`config.mk`:
```
export PLATFORM = sky130hd
export DESIGN_NAME = pdm_demod
export DESIGN_NICKNAME = d
export VERILOG_FILES = /design/src/rtl/pdm_demod.sv
export SDC_FILE = /design/constraint.sdc
export NUM_CORES = 1
export LEC_CHECK = 0
export CORE_ASPECT_RATIO = 1.2
export CORE_UTILIZATION = 29
export DETAILED_ROUTE_END_ITERATION = 10
export GPL_ROUTABILITY_DRIVEN = 0
export GPL_TIMING_DRIVEN = 1
export MAX_ROUTING_LAYER = met4
export PLACE_DENSITY_LB_ADDON = 0.08
export SLEW_MARGIN = 20
export SYNTH_ARGS = -nofsm -noshare
export SYNTH_HDL_FRONTEND = slang
export SYNTH_SLANG_ARGS = --single-unit
```
`constraint.sdc`:
```
create_clock -name clk -period 2.8 [get_ports clk]
set_input_delay 0.28 -clock clk [delete_from_list [all_inputs] [get_ports clk]]
set_output_delay 0.28 -clock clk [all_outputs]
set_load 0.03 [all_outputs]
```
`src/rtl/pdm_demod.sv`:
```
// PDM demodulator: counts ones over a 2^WINDOW_LOG2-cycle window and reports the scaled level.
// Define PDM_DEMOD_SYNC_EN to pass pdm_in through a two-flop synchronizer before counting.
module pdm_demod #(
    parameter int WINDOW_LOG2 = 6,
    parameter int OUT_W       = 5
) (
    input  logic             clk,
    input  logic             reset,
    input  logic             enable,
    input  logic             pdm_in,
    output logic [OUT_W-1:0] level_out,
    output logic             valid,
    output logic             sat,
    output logic             busy
);

    localparam int SHIFT = WINDOW_LOG2 - OUT_W;

    typedef enum logic {IDLE, ACCUM} state_t;

    state_t                 state_q, state_d;
    logic [WINDOW_LOG2-1:0] cnt_q, cnt_d;
    logic [WINDOW_LOG2:0]   ones_q, ones_d;
    logic [OUT_W-1:0]       level_q, level_d;
    logic                   sat_q, sat_d;
    logic                   valid_q, valid_d;
    logic                   sample;
    logic                   take;
    logic [WINDOW_LOG2:0]   total;
    logic [OUT_W:0]         lvl_full;

    // Returns {sat, level}; only the all-ones window reaches 2^OUT_W.
    function automatic logic [OUT_W:0] clip(input logic [OUT_W:0] v);
        logic [OUT_W:0] max_v;
        max_v = {1'b0, {OUT_W{1'b1}}};
        if (v > max_v) begin
            clip = {1'b1, {OUT_W{1'b1}}};
        end else begin
            clip = {1'b0, v[OUT_W-1:0]};
        end
    endfunction

`ifdef PDM_DEMOD_SYNC_EN
    logic [1:0] sync_q;
    logic [1:0] prime_q, prime_d;

    always_ff @(posedge clk or negedge reset) begin
        if (!reset) begin
            sync_q  <= 2'b00;
            prime_q <= 2'd0;
        end else begin
            sync_q  <= {sync_q[0], pdm_in};
            prime_q <= prime_d;
        end
    end

    // Hold off counting for two edges after entry so the window lines up with the delayed stream.
    always_comb begin
        prime_d = prime_q;
        if (state_q != ACCUM || !enable) begin
            prime_d = 2'd0;
        end else if (prime_q != 2'd2) begin
            prime_d = prime_q + 2'd1;
        end
    end

    assign sample = sync_q[1];
    assign take   = (state_q == ACCUM) && enable && (prime_q == 2'd2);
`else
    assign sample = pdm_in;
    assign take   = (state_q == ACCUM) && enable;
`endif

    assign total    = ones_q + {{WINDOW_LOG2{1'b0}}, sample};
    assign lvl_full = total[WINDOW_LOG2:SHIFT];

    always_ff @(posedge clk or negedge reset) begin
        if (!reset) begin
            state_q <= IDLE;
            cnt_q   <= '0;
            ones_q  <= '0;
            level_q <= '0;
            sat_q   <= 1'b0;
            valid_q <= 1'b0;
        end else begin
            state_q <= state_d;
            cnt_q   <= cnt_d;
            ones_q  <= ones_d;
            level_q <= level_d;
            sat_q   <= sat_d;
            valid_q <= valid_d;
        end
    end

    always_comb begin
        state_d = state_q;
        cnt_d   = cnt_q;
        ones_d  = ones_q;
        level_d = level_q;
        sat_d   = sat_q;
        valid_d = 1'b0;
        case (state_q)
            IDLE: begin
                cnt_d  = '0;
                ones_d = '0;
                if (enable) begin
                    state_d = ACCUM;
                end
            end
            ACCUM: begin
                if (!enable) begin
                    state_d = IDLE;
                    cnt_d   = '0;
                    ones_d  = '0;
                end else if (take) begin
                    cnt_d = cnt_q + 1'b1;
                    if (cnt_q == '1) begin
                        ones_d             = '0;
                        valid_d            = 1'b1;
                        {sat_d, level_d}   = clip(lvl_full);
                    end else begin
                        ones_d = total;
                    end
                end
            end
            default: state_d = IDLE;
        endcase
    end

    assign level_out = level_q;
    assign sat       = sat_q;
    assign valid     = valid_q;
    assign busy      = (state_q == ACCUM);

endmodule

```
==> impl_metrics.csv <==
group,metric,value,unit
outcome,status,"finished clean",
grt,antenna_found_initial,0,
cts,clock-root-buffer,"clkbuf_4",
worst_setup_path,cpMostUsedCell,"ha_1",
die,fp.dieW,51.7,um
grt,overflow,0,
worst_setup_path,crit_slowest_cell,"xnor2_1",
sta,clock_skew,0.00190,ns
sta,fin_crit,1.75,ns
worst_setup_path,critPathCaptureType,"register",
grt,grt_pass1_wl,2.30,mm
cts,cts_buffers,3,
synth,syn-cell-area,861,um^2
detailed_routing,ant_nets,0,
pwr,p_per_area,457,nW/um^2
detailed_routing,wl_per_cell,11.4,um
sta,finalCritPeriodShare,62.5,%
synth,syn-num-nets,82,
detailed_routing,drc,0,
sta,fin_setup_tns,0,ns
worst_setup_path,critPathMaxStageDelay,0.45,ns
sta,rsz0062_at_grt,"false",
detailed_routing,drt_iter0_markers,6,
die,die_area,3190,um^2
hold_path,min_path_type,"input pin to async pin",
cells_and_area,syn2layout_area_growth,20.1,%
cts,clk_latency,0.29,ns
cells_and_area,final_nets,98,
worst_setup_path,arrival,1.91,ns
run,drv_cap,0,
detailed_routing,via_count,547,
die,core-area,2810,um^2
synth,yosysUniqueCellTypes,18,
worst_setup_path,cp_cell_sequence,"clkdlybuf4s50_1 -> ha_1 -> ha_1 -> nand3_2 -> nor2_1 -> xnor2_1 -> a31oi_1",
cells_and_area,layout_commonest_cell,"dfrtp_1",
die,io_pins,12,
worst_setup_path,crit_family,"XOR/XNOR gates",
synth,postSynthAreaPerCell,11.5,um^2
sta,hold_violations,0,
sta,fin_ws,1.05,ns
sta,slew_headroom,62.5,%
cells_and_area,final_cell_mix,"21 x dfrtp_1, 18 x nor2_1, 10 x clkdlybuf4s50_1, 5 x xor2_1, 5 x a31oi_1",
sta,holdWs,0.460,ns
cells_and_area,drive_gt1_share,8.89,%
sta,worstMarginPinSlew,0.559,ns
detailed_routing,first_pass_iters,4,
die,floorplan.initialDensity,30.6,%
place,place_ws,0.729,ns
cts,tritoncts,"built",
die,chipHeight,61.7,um
synth,synth.yosys.seq_area_share,61.0,%
synth,synth_seq_cells,21,
grt,grt_max_degree,22,
grt,grt_usage,10.6,%
cts,clk_transition_reported_paths,0.11,ns
worst_setup_path,start_kind,"input pin",
grt,grt_pass1_vias,511,
pwr,p_leak,0.468,nW
worst_setup_path,crit_buf_inv,1,
cts,cts_buffer_depth,2,
worst_setup_path,cp.required,2.96,ns
die,rows,21,
place,numPortBuffers,11,
cells_and_area,diodes,0,
worst_setup_path,crit_fanout,7,
pwr,peakVddDrop,0.224,mV
sta,slew_violations,0,
worst_setup_path,crit_type,"input pin to register",
cells_and_area,fillCellCount,273,
detailed_routing,drt_wl_total,1.41,mm
sta,setup_viol,0,
sta,fmax,0.572,GHz
detailed_routing,viasPerCell,4.41,
synth,yosys_warnings,0,
cts,htree_num_levels,1,
synth,syn_inst,75,
cts,cts_sinks,21,
-- area by class of cell --
| class | count | area, um^2 | share of cell area (%) |
|---|---|---|---|
| sequential | 21 | 526 | 50.8 |
| timing repair buffer | 12 | 115 | 11.1 |
| clock buffer | 4 | 26.3 | 2.54 |
| tap | 34 | 42.5 | 4.12 |
| multi-input combinational | 51 | 317 | 30.6 |
| inverter | 2 | 7.51 | 0.726 |
-- per-stage QoR --
step	power, mW	cell area, um^2	std cells	utilization, %
floorplan	0.322	861	75	-
global placement	0.337	1000	119	35.6
detailed placement	0.337	1000	119	35.6
CTS	0.484	1030	123	36.6
global route	0.500	1030	124	36.8
finish	0.473	1030	124	36.8
-- per-layer routing --
metal	wire length, um	track usage (%)
met3	44	2.96
met4	16	5.79
met1	650	12.3
met2	696	16.7
met5	0	-
-- state kept, by name, indices dropped and copies added (netlist names) --
| name | flops |
|---|---|
| busy | 1 |
| cnt_q | 6 |
| level_out | 5 |
| ones_q | 7 |
| sat | 1 |
| valid | 1 |
-- kinds of logic after synthesis --
group | count (synthesis) | share of synthesized area, %
AND/OR/NAND/NOR | 31 | 18.0
adder cells (fa/ha/maj) | 3 | 4.36
buffers and inverters | 3 | 2.18
AO/OA/AOI/OAI | 9 | 6.25
XOR/XNOR | 8 | 8.14
flip-flops | 21 | 61.0
-- worst paths after layout --
check,cells after the start,slack [ns],start,to
setup reg to reg,6,1.08,ones_q[0],level_out[1]
max in group asynchronous,2,2.02,reset,cnt_q[3]
min in group clk,1,0.47,cnt_q[0],cnt_q[0]
hold / removal,2,0.46,reset,level_out[3]
hold reg to reg,1,0.47,cnt_q[0],cnt_q[0]
setup / recovery,7,1.05,pdm_in,level_out[1]
-- power by group --
group / switching, mW / internal, mW
Sequential: 0.00197 / 0.306
Clock: 0.0867 / 0.0554
Combinational: 0.0143 / 0.00804
-- Yosys cell counts --
cell type	instances	area share, %
nand2_2	1	0.73
nand3_2	2	2.3
a21oi_1	2	1.2
buf_6	1	1.3
inv_1	2	0.87
nor3_4	1	1.9
nor2_1	18	7.8
dfrtp_1	21	61
o21bai_1	1	0.87
xor2_1	5	5.1
o21ai_0	1	0.58
nand3_1	3	1.7
or3_1	1	0.73
nand2_1	3	1.3
xnor2_1	3	3.1
and3_1	2	1.5
ha_1	3	4.4
a31oi_1	5	3.6
-- timing repair --
item | in CTS | in global routing
hold buffers | 0 | 1
hold endpoints to repair | 0 | 21
gates resized for setup | 0 | 0
buffers inserted | 0 | 0
Power figures use the tool's default switching activity.
